File: src/rtl/prog_loader.sv
// prog_loader: frames, checks and assembles 46-bit program lines from a
// valid/ready byte stream and writes them into the MCX program memory.
// Write frame: 0xA5, address, six data bytes (MSB first), checksum.
// A malformed frame is still consumed in full so the stream stays aligned.
// Run command 0x5A releases the core hold.
module prog_loader #(
  parameter int ADDR_W = 4,
  parameter int LINE_W = 46
) (
  input  logic              i_clk,
  input  logic              i_rst,
  input  logic [7:0]        i_in_data,
  input  logic              i_in_valid,
  output logic              o_in_ready,
  output logic              o_wr_en,
  output logic [ADDR_W-1:0] o_wr_addr,
  output logic [LINE_W-1:0] o_wr_line,
  output logic              o_core_hold,
  output logic              o_busy,
  output logic [1:0]        o_err,
  output logic [4:0]        o_lines_written
);

  localparam logic [7:0] CMD_WRITE = 8'hA5;
  localparam logic [7:0] CMD_RUN   = 8'h5A;
  localparam logic [2:0] LAST_DATA = 3'd5;

  localparam logic [1:0] ERR_NONE = 2'd0;
  localparam logic [1:0] ERR_ADDR = 2'd1;
  localparam logic [1:0] ERR_PAD  = 2'd2;
  localparam logic [1:0] ERR_CSUM = 2'd3;

  typedef enum logic [2:0] {
    S_IDLE  = 3'd0,
    S_ADDR  = 3'd1,
    S_DATA  = 3'd2,
    S_CSUM  = 3'd3,
    S_WRITE = 3'd4
  } state_t;

  state_t r_state;
  state_t w_next_state;

  logic              w_xfer;
  logic              w_csum_bad;
  logic              w_frame_ok;
  logic [1:0]        w_err_code;

  logic [ADDR_W-1:0] r_frame_addr;
  // Only the low LINE_W bits of the assembled 48 bits ever reach the
  // memory, so the shift register keeps just those; the two top bits of
  // the first data byte are checked as pad instead.
  logic [LINE_W-1:0] r_shift;
  logic [7:0]        r_xor;
  logic [2:0]        r_cnt;
  logic              r_addr_bad;
  logic              r_pad_bad;

  // Handshake readiness depends on state only: the single WRITE cycle refuses bytes.
  always_comb begin
    o_in_ready = 1'b1;
    if (r_state == S_WRITE) begin
      o_in_ready = 1'b0;
    end else begin
      o_in_ready = 1'b1;
    end
  end

  // Transfer detection and the frame verdict evaluated as the checksum byte arrives.
  always_comb begin
    w_xfer     = i_in_valid && o_in_ready;
    w_csum_bad = (i_in_data != r_xor);
    w_frame_ok = !(w_csum_bad || r_addr_bad || r_pad_bad);
    w_err_code = ERR_NONE;
    if (w_csum_bad) begin
      w_err_code = ERR_CSUM;
    end else if (r_addr_bad) begin
      w_err_code = ERR_ADDR;
    end else if (r_pad_bad) begin
      w_err_code = ERR_PAD;
    end else begin
      w_err_code = ERR_NONE;
    end
  end

  // Next-state logic; byte-consuming states advance only on a transfer.
  always_comb begin
    w_next_state = r_state;
    case (r_state)
      S_IDLE: begin
        if (w_xfer && (i_in_data == CMD_WRITE)) begin
          w_next_state = S_ADDR;
        end else begin
          w_next_state = S_IDLE;
        end
      end
      S_ADDR: begin
        if (w_xfer) begin
          w_next_state = S_DATA;
        end else begin
          w_next_state = S_ADDR;
        end
      end
      S_DATA: begin
        if (w_xfer && (r_cnt == LAST_DATA)) begin
          w_next_state = S_CSUM;
        end else begin
          w_next_state = S_DATA;
        end
      end
      S_CSUM: begin
        if (w_xfer && w_frame_ok) begin
          w_next_state = S_WRITE;
        end else if (w_xfer) begin
          w_next_state = S_IDLE;
        end else begin
          w_next_state = S_CSUM;
        end
      end
      S_WRITE: begin
        w_next_state = S_IDLE;
      end
      default: begin
        w_next_state = S_IDLE;
      end
    endcase
  end

  // State register.
  always_ff @(posedge i_clk) begin
    if (i_rst) begin
      r_state <= S_IDLE;
    end else begin
      r_state <= w_next_state;
    end
  end

  // Frame datapath, write port, hold control, error and line counter.
  always_ff @(posedge i_clk) begin
    if (i_rst) begin
      r_frame_addr    <= '0;
      r_shift         <= '0;
      r_xor           <= 8'h00;
      r_cnt           <= 3'd0;
      r_addr_bad      <= 1'b0;
      r_pad_bad       <= 1'b0;
      o_wr_en         <= 1'b0;
      o_wr_addr       <= '0;
      o_wr_line       <= '0;
      o_core_hold     <= 1'b1;
      o_busy          <= 1'b0;
      o_err           <= ERR_NONE;
      o_lines_written <= 5'd0;
    end else begin
      o_wr_en <= 1'b0;
      o_busy  <= (w_next_state != S_IDLE);
      case (r_state)
        S_IDLE: begin
          if (w_xfer && (i_in_data == CMD_WRITE)) begin
            r_shift     <= '0;
            r_xor       <= 8'h00;
            r_cnt       <= 3'd0;
            r_addr_bad  <= 1'b0;
            r_pad_bad   <= 1'b0;
            o_err       <= ERR_NONE;
            o_core_hold <= 1'b1;
          end else if (w_xfer && (i_in_data == CMD_RUN)) begin
            o_core_hold <= 1'b0;
          end
        end
        S_ADDR: begin
          if (w_xfer) begin
            r_frame_addr <= i_in_data[ADDR_W-1:0];
            r_addr_bad   <= |i_in_data[7:ADDR_W];
            r_xor        <= r_xor ^ i_in_data;
          end
        end
        S_DATA: begin
          if (w_xfer) begin
            r_shift <= {r_shift[LINE_W-9:0], i_in_data};
            r_xor   <= r_xor ^ i_in_data;
            if (r_cnt == 3'd0) begin
              r_pad_bad <= |i_in_data[7:6];
            end
            if (r_cnt == LAST_DATA) begin
              r_cnt <= 3'd0;
            end else begin
              r_cnt <= r_cnt + 3'd1;
            end
          end
        end
        S_CSUM: begin
          if (w_xfer && w_frame_ok) begin
            o_wr_en   <= 1'b1;
            o_wr_addr <= r_frame_addr;
            o_wr_line <= r_shift;
          end else if (w_xfer) begin
            o_err <= w_err_code;
          end
        end
        S_WRITE: begin
          o_lines_written <= o_lines_written + 5'd1;
        end
        default: begin
          o_wr_en <= 1'b0;
        end
      endcase
    end
  end

endmodule

File: config.mk
export PLATFORM = sky130hd
export DESIGN_NAME = prog_loader
export DESIGN_NICKNAME = d
export VERILOG_FILES = /design/src/rtl/prog_loader.sv
export SDC_FILE = /design/constraint.sdc
export NUM_CORES = 1
export LEC_CHECK = 0
export BUFFER_PORTS_ARGS = -buffer_cell sky130_fd_sc_hd__buf_4
export CAP_MARGIN = 20
export CELL_PAD_IN_SITES_DETAIL_PLACEMENT = 0
export CELL_PAD_IN_SITES_GLOBAL_PLACEMENT = 1
export CORE_ASPECT_RATIO = 1.75
export CORE_MARGIN = 4
export CORE_UTILIZATION = 38
export CTS_CLUSTER_SIZE = 8
export DETAILED_ROUTE_END_ITERATION = 10
export GPL_TIMING_DRIVEN = 1
export PLACE_DENSITY_LB_ADDON = 0.1
export SETUP_SLACK_MARGIN = 0.4
export SLEW_MARGIN = 20
export SYNTH_ARGS = -nofsm -noshare
export SYNTH_HDL_FRONTEND = slang
export SYNTH_SLANG_ARGS = --single-unit
File: constraint.sdc
create_clock -name i_clk -period 1.8 [get_ports i_clk]
set_clock_uncertainty 0.1 [all_clocks]
set_input_delay 0.36 -clock i_clk [delete_from_list [all_inputs] [get_ports i_clk]]
set_output_delay 0.36 -clock i_clk [all_outputs]
set_load 0.03 [all_outputs]
==> After elaboration in Yosys (flattened, before gate mapping) <==
Cells that the tools add are included.
Widths: inputs -> output; s select.
{ "op_classes": {"muxes": 33, "eq_ne": 15, "order_cmp": 0, "n_mul": 0, "n_reduce_logical": 28, "shifts": 0, "bitwise": 2, "div_mod_pow": 0, "n_addsub": 2} }
{ "ops": {"columns": ["cell", "count"], "rows": [
  ["$mux 46", 2],
  ["$pmux 46 s2", 1],
  ["$mux 2", 8],
  ["$mux 8", 2],
  ["$pmux 8 s2", 1],
  ["$mux 3", 4],
  ["$ne 2x2->1 const B", 6],
  ["$pmux 3 s4", 1],
  ["$mux 1", 10],
  ["$reduce_bool 2->1", 5],
  ["$reduce_and 3->1", 3],
  ["$eq 8x7->1 const B", 1],
  ["$eq 8x8->1 const B", 1],
  ["$ne 8x8->1", 1],
  ["$reduce_and 4->1", 2],
  ["$xor 8x8->8", 1],
  ["$eq 3x2->1 const B", 2],
  ["$eq 3x3->1 const B", 2],
  ["$logic_not 3->1", 2],
  ["$pmux 3 s2", 1],
  ["$reduce_and 2->1", 3],
  ["$reduce_or 2->1", 3],
  ["$add 5x1->5 const B", 1],
  ["$logic_and 1x1->1", 5],
  ["10 further kinds", 12]
]} }
{ "word_totals": {"ff_bits": 126, "latch_bits": 0, "n_memories": 0, "ram_bits": 0, "elab_cells": 94, "rom_bits": 0, "output_inout_bits": 61} }

==> Depth between registers and ports, before layout <==
Gate-level depths: netlist (run 1).
{ "logic_depth": {"depth_word": 8, "ltp_mapped": 9, "depth_no_buf": 5} }

==> Least setup slack after synthesis (run 1) <==
OpenSTA, ideal clock, no wires.
{ "synth_path": {"path_type": "in2reg", "from": "in i_in_data[6]", "to": "reg r_shift[10]", "path_slack_ps": -17, "stages": 9, "t_arrival_ps": 1585, "cell_sequence": "buf_6 -> and4bb_4 -> a21oi_2 -> or2_1 -> buf_2 -> buf_2 -> buf_6 -> nand2_1 -> a21oi_1"} }
{ "synth_between": {"elab_chain_len": 4} }
{ "synth_rtl": {"columns": ["element", "line_no", "text"], "rows": [
  ["from (decl)", "12", "input logic [7:0] i_in_data,"],
  ["$eq 8x8->1", "159", "if (w_xfer && (i_in_data == CMD_WRITE)) begin"],
  ["$logic_and 1x1->1", "159", null],
  ["$ne 2x2->1 (no line)", null, null],
  ["$reduce_and 3->1 (no line)", null, null],
  ["to (signal assigned)", "180", "r_shift <= {r_shift[LINE_W-9:0], i_in_data};"],
  ["to (decl)", "53", "logic [LINE_W-1:0] r_shift;"]
]} }
Every way passes these cells.
A chain may end at the register's enable or synchronous reset.

==> Worst setup path in the final report (run 1) <==
{ "layout_path": {"from": "reg r_xor[4]", "to": "reg o_wr_line[4]"} }
{ "layout_between": {"elab_chain_len": 6} }
{ "layout_rtl": {"columns": ["element", "line_no", "text"], "rows": [
  ["from (decl)", "54", "logic [7:0] r_xor;"],
  ["from (signal assigned)", "175", "r_xor <= r_xor ^ i_in_data;"],
  ["from (signal assigned)", "181", "r_xor <= r_xor ^ i_in_data;"],
  ["$ne 8x8->1", "72", "w_csum_bad = (i_in_data != r_xor);"],
  ["$logic_or 1x1->1 (2 in a row)", "73", "w_frame_ok = !(w_csum_bad || r_addr_bad || r_pad_bad);"],
  ["$logic_not 1->1", "73", null],
  ["$logic_and 1x1->1", "193", "if (w_xfer && w_frame_ok) begin"],
  ["$reduce_and 2->1 (no line)", null, null],
  ["to (signal assigned)", "196", "o_wr_line <= r_shift;"],
  ["to (decl)", "17", "output logic [LINE_W-1:0] o_wr_line,"]
]} }
Every way passes these cells.

==> results of run 1 <==
==> power by group through the flow <==
| stage | Clock, µW | Sequential [µW] | Combinational [µW] |
|---|---|---|---|
| final | 3310 | 2780 | 188 |
| after global routing | 3480 | 2780 | 199 |
| after CTS | 3350 | 2790 | 173 |
| after detailed placement | 0 | 2850 | 157 |
| after global placement | 0 | 2850 | 155 |
| after floorplan | 0 | 2850 | 75.1 |
==> state kept, by name, summed over array words and instances, names as in the netlist <==
register	flops
r_cnt	3
r_state	3
o_wr_line	46
r_shift	46
o_err	2
o_busy	1
r_xor	8
r_frame_addr	4
o_wr_en	1
r_addr_bad	1
o_core_hold	1
o_wr_addr	4
o_lines_written	5
r_pad_bad	1
==> synth_stat cells, drive strengths merged, types with 3 or more instances <==
library cell,number,area share (%)
nor2,16,1.3
a21oi,104,11
nand3,46,4.7
nor4b,8,1.4
inv,3,0.23
o21ai,12,1.2
xor2,13,2.3
nor2b,3,0.38
nor4,3,0.64
a31o,8,1.4
mux2i,7,1.4
nand4,6,0.77
nand2,159,12
nor3,7,0.71
buf,21,2.4
clkbuf,27,2.1
nand2b,3,0.38
dfxtp,126,51
==> metrics by stage <==
stage	utilization, %	instances
floorplan	-	595
global placement	46.6	834
detailed placement	46.6	834
CTS	57.3	889
global route	62.5	913
finish	62.5	913
==> worst paths after layout <==
| kind | from | endpoint | slack, ns | depth (start not counted) |
|---|---|---|---|---|
| max reg2reg | r_xor[4]$_SDFFE_PP0P_ | o_wr_line[4]$_SDFFE_PP0P_ | -0.05 | 7 |
| max | r_xor[4]$_SDFFE_PP0P_ | o_wr_line[4]$_SDFFE_PP0P_ | -0.05 | 7 |
| min reg2reg | o_wr_line[12]$_SDFFE_PP0P_ | o_wr_line[12]$_SDFFE_PP0P_ | 0.35 | 2 |
| min | i_rst | r_addr_bad$_SDFFE_PP0P_ | 0.15 | 2 |
==> logic make-up (layout without fill, tap and decap cells) <==
group,Yosys count,count (layout),synth area share [%]
and+or+nand+nor,263,263,24.8
AOI/OAI and AO/OA,132,132,14.7
DFF,126,126,51.5
buffers and inverters,52,202,4.77
xor gates and xnor gates,14,14,2.50
muxes,7,7,1.43
adders and majority gates,1,1,0.255
==> per-layer routing <==
metal,share of wire [%],vias to the layer above
li1,-,2314
met2,57,106
met4,2.8,0
met1,37,2264
met5,0,-
met3,3.6,25
==> final cells by class <==
type	instances	area [µm²]	share of cell area, %
Clock buffer	20	447	5.68
Clock inverter	11	119	1.51
Inverter	4	17.5	0.223
Multi-Input combinational cell	417	2660	33.9
Sequential cell	126	2560	32.6
Tap cell	168	210	2.67
Timing Repair Buffer	167	1840	23.4
==> worst max-delay path, delay by kind of cell (launching register included) <==
family,cells,cell delay (ns)
AO/OA/AOI/OAI,1,0.15
XOR/XNOR,1,0.15
flip-flops,1,0.33
buffers and inverters,2,0.28
AND/OR/NAND/NOR,3,0.77
==> repair_timing <==
| item | 4_1_cts | 5_1_grt |
|---|---|---|
| cloned | 9 | 4 |
| gates resized for setup | 124 | 114 |
| setup buffers | 15 | 20 |
| setup endpoints to repair | 131 | 149 |
| pin swaps | 43 | 44 |
==> results.cfg, run 1 <==
[critical_path]
cp_slowest_cell = nor4_2
path_class = register to register
max_stage_delay_ns = 0.36
setup.worst_path.start_class = register
worstPathArrival_ns = 2.09
crit_required_ns = 2.04
crit_fanout = 13
crit_top_cell = buf_12
path_cells = xor2_1 -> nor4_2 -> and4b_2 -> buf_12 -> buf_12 -> nand2_1 -> a21oi_2
worstSetupEndpointType = register

[cells_and_area]
diodes = 0
fillers = 1111
final_area_um2 = 7860
syn2layout_area_growth_pct = 60.4
nNetsFinal = 745
mostFrequentLayoutCells = nand2_1 (123), dfxtp_1 (102), buf_4 (86), a21oi_1 (67), buf_6 (59)
layout-drive-gt1-share_pct = 45.5
final_common_cell = nand2_1

[power]
power_uw = 6280
combPwrFrac_pct = 3.0
clkPwrFrac_pct = 52.7
p_switching_uw = 1370
power.internal_uw = 4910
power_frac_seq_pct = 44.3
ir_drop_mv = 0.673
p_leak_uw = 0.00305
switching_share_pct = 21.8
power.density_nw_per_um2 = 799

[flow_run]
drv_cap = 0

[global_route]
grt_pass1_wl_um = 24100
grt_overflow = 0
grt_antenna_before_repair = 0
top_usage_layer = met2
use_met2_pct = 40.2
first_global_vias = 4660
gr-usage-met1_pct = 22.0
grt_usage_pct = 21.1
grt_start_max_net_pins = 55
met3_usage_pct = 4.42

[floorplan]
core_um2 = 12600
die_x_um = 93.8
rows = 54
start_util_pct = 39.0
num_io_pins = 72
fp.dieH_um = 158
design.die.area_um2 = 14800

[timing]
final_max_slew_viol_count = 0
tightest_slew_ns = 0.671
finalCritPeriodShare_pct = 103
clock.fmax_ghz = 0.540
finalSetupViolations = 34
final.min_clock_period_ns = 1.85
finalWorstSetupSlack_ns = -0.0529
hold_violations = 0
tns_ns = -0.560
rsz0062_at_grt = true
worst_hold_slack_ns = 0.153
relSlewSlack_pct = 55.2

[yosys]
synthDistinctLibCells = 43
synth_nets = 607
synthCells = 595
syn_area_um2 = 4900
synth_edf_count = 0
syn_avg_cell_area_um2 = 8.24
synth_warnings = 0
synth_seq_cells = 126
ys.flop_type = dfxtp_1
async_flop_share_pct = 0
ys_seq_area_share_pct = 51.5

[drt]
vias_per_cell = 5.16
route.detailed.drc = 0
routedWlPerCell_um = 17.4
drtAntennaViolNets = 0
drtIter0Drc = 173
first_pass_iters = 7
num_vias = 4709
routed_wl_um = 15800

[clock_network]
clkLatencyLatePin_ns = 0.41
clk_path_buf_depth = 2
clkTransAtPathRegs_ns = 0.06
cts_hold_buf = 0
tritoncts = built
cts-buffers-inserted = 17
numClockSinks = 126
root_buffer = clkbuf_16
htree_levels = 4

[placed_design]
routabilityCongestion = 0.838
dp_hpwl_um = 9330
port_buffers = 71
place_ws_ns = -0.279
postPlaceCellArea_um2 = 5850

[status]
violations = negative setup slack
outcome = finished, violations left

[hold_path]
hp-class = input pin to register
(Power assumes the default switching activity.)
==> run 2: changes to the inputs <==
==> constraint.sdc (replaced) <==
create_clock -name i_clk -period 1.8 [get_ports i_clk]
set_clock_uncertainty 0.1 [all_clocks]
set_input_delay 0.09 -clock i_clk [delete_from_list [all_inputs] [get_ports i_clk]]
set_output_delay 0.09 -clock i_clk [all_outputs]
set_load 0.03 [all_outputs]
==> run 2 against run 1 <==
The flow still finishes with violations (negative setup slack). Combinational power grew 12%. Worst hold slack lost 0.15 ns. First-iteration DRC count grew 23%. Clock power grew 4%. Global-route usage grew 1.1 points. Non-clock buffer count shrank 2. Critical path type unchanged. Critical endpoint is now o_wr_line[22]$_SDFFE_PP0P_.
==> results.cfg, run 2 (synthesis gave the netlist of run 1 again) <==
[cells_and_area]
final_common_cell = dfxtp_1
layout-drive-gt1-share_pct = 51.7
syn2layout_area_growth_pct = 69.1
mostFrequentLayoutCells = dfxtp_1 (118), buf_4 (93), nand2_1 (86), a21oi_1 (65), nand2_2 (56)
nNetsFinal = 743
reg_top3 = o_wr_line: 46 flops, r_shift: 46 flops, r_xor: 8 flops
diodes = 0
fillers = 1017

[floorplan]
fp.dieH_um = 158
core_um2 = 12600
num_io_pins = 72
start_util_pct = 39.0
design.die.area_um2 = 14800
die_x_um = 93.8
rows = 54

[critical_path]
crit_required_ns = 2.04
cp_slowest_cell = and4b_2
crit_family = simple AND/OR/NAND/NOR gates
crit_fanout = 6
crit_buf_inv = 2
worstSetupEndpointType = register
path_class = register to register
path_cells = xor2_1 -> nor4_2 -> and4b_2 -> buf_6 -> clkbuf_16 -> nand2_2 -> a21oi_1
worstPathArrival_ns = 2.12
max_stage_delay_ns = 0.41
setup.worst_path.start_class = register

[timing]
rsz0062_at_grt = true
relSlewSlack_pct = 54.0
tightest_slew_ns = 0.690
clock.fmax_ghz = 0.532
hold_violations = 0
final.min_clock_period_ns = 1.88
finalCritPeriodShare_pct = 104
finalWorstSetupSlack_ns = -0.0801
final_max_slew_viol_count = 0
finalSetupViolations = 34

[drt]
routedWlPerCell_um = 18.8
met3WireLength_um = 635
routed_wl_um = 17100
top_layer_used = met4
vias_per_cell = 5.35
drtIter0Drc = 212
met2WireLength_um = 9470
drtAntennaViolNets = 0
first_pass_iters = 5
route.detailed.drc = 0
m1WireLength_um = 6210
num_vias = 4878

[status]
violations = negative setup slack
outcome = finished, violations left

[power]
clkPwrFrac_pct = 53.5
power_uw = 6440
p_leak_uw = 0.00300
combPwrFrac_pct = 3.3
power_frac_seq_pct = 43.2
p_switching_uw = 1370
power.internal_uw = 5070
ir_drop_mv = 0.681
power.density_nw_per_um2 = 777
switching_share_pct = 21.3

[global_route]
grt_start_max_net_pins = 65
first_global_vias = 4960
grt_pass1_wl_um = 25400
grt_antenna_before_repair = 0
grt_usage_pct = 22.2
grt_overflow = 0

[placed_design]
port_buffers = 71
place_ws_ns = -0.0383
routabilityCongestion = 0.843
dp_hpwl_um = 9040

[clock_network]
cts-buffers-inserted = 17
clkTransAtPathRegs_ns = 0.06
clkLatencyLatePin_ns = 0.41
root_buffer = clkbuf_16
clk_path_buf_depth = 2
htree_levels = 4
tritoncts = built
numClockSinks = 126

[flow_run]
drv_cap = 0

[hold_path]
hp-class = input pin to register
==> run 2: cell types whose count changed in the layout (fill, tap and decap cells not counted), sizes merged <==
cell,delta
buf,-11
clkbuf,+3
bufbuf,-1
dlygate4sd3,+8
bufinv,+1
clkinvlp,-1
==> run 2: metrics by stage <==
stage | TNS (ns) | cells | hold slack, ns | util [%] | area [µm²]
global placement | -0.000306 | 813 | 0.295 | 46.1 | 5790
finish | -1.19 | 912 | 0.00392 | 65.9 | 8290
floorplan | 0 | 595 | 0.137 | - | 5130
CTS | -0.0584 | 897 | 0.00394 | 61.0 | 7660
detailed placement | -0.322 | 813 | 0.307 | 46.1 | 5790
global route | -6.56 | 912 | 0.0102 | 65.9 | 8290
==> run 2: timing repair <==
item                       in CTS  in global routing
pin swaps                      69                 55
setup endpoints to repair     125                126
hold buffers                    8                  0
hold endpoints to repair       10                  0
cloned                         12                  6
buffers inserted               32                  9
resized for setup             172                 97
==> run 2: area by class of cell <==
type | instances | area (µm²) | share of cell area [%]
Clock inverter | 11 | 141 | 1.71
Clock buffer | 21 | 450 | 5.44
Inverter | 4 | 17.5 | 0.211
Tap cell | 168 | 210 | 2.54
Sequential cell | 126 | 2540 | 30.7
Timing Repair Buffer | 165 | 1880 | 22.7
Multi-Input combinational cell | 417 | 3040 | 36.7
==> run 2: final timing paths <==
kind	start	endpoint	slack (ns)	cells past startpoint
setup / recovery	r_xor[3]$_SDFFE_PP0P_	o_wr_line[22]$_SDFFE_PP0P_	-0.08	7
hold / removal	i_in_data[3]	r_xor[3]$_SDFFE_PP0P_	0.004	3
setup reg to reg	r_xor[3]$_SDFFE_PP0P_	o_wr_line[22]$_SDFFE_PP0P_	-0.08	7
hold reg to reg	o_wr_line[15]$_SDFFE_PP0P_	o_wr_line[15]$_SDFFE_PP0P_	0.35	2
==> run 2: power groups by stage <==
stage	Sequential (µW)	Combinational (µW)	Clock, µW
2_1_floorplan	2850	79.5	0
3_3_place_gp	2850	141	0
3_5_place_dp	2850	143	0
4_1_cts	2790	187	3490
5_1_grt	2780	223	3630
6_report	2780	211	3450
==> run 2: tightest hold or removal path: cells and delay by family <==
kind / cells / cell delay, ns
buffers and inverters: 1 / 0.12
AO/OA/AOI/OAI: 2 / 0.26
==> run 2: layer usage <==
layer,up-vias,GRT usage [%]
met5,-,0
met4,0,11.3
met3,48,4.28
met2,149,41.0
met1,2368,23.6
li1,2313,-
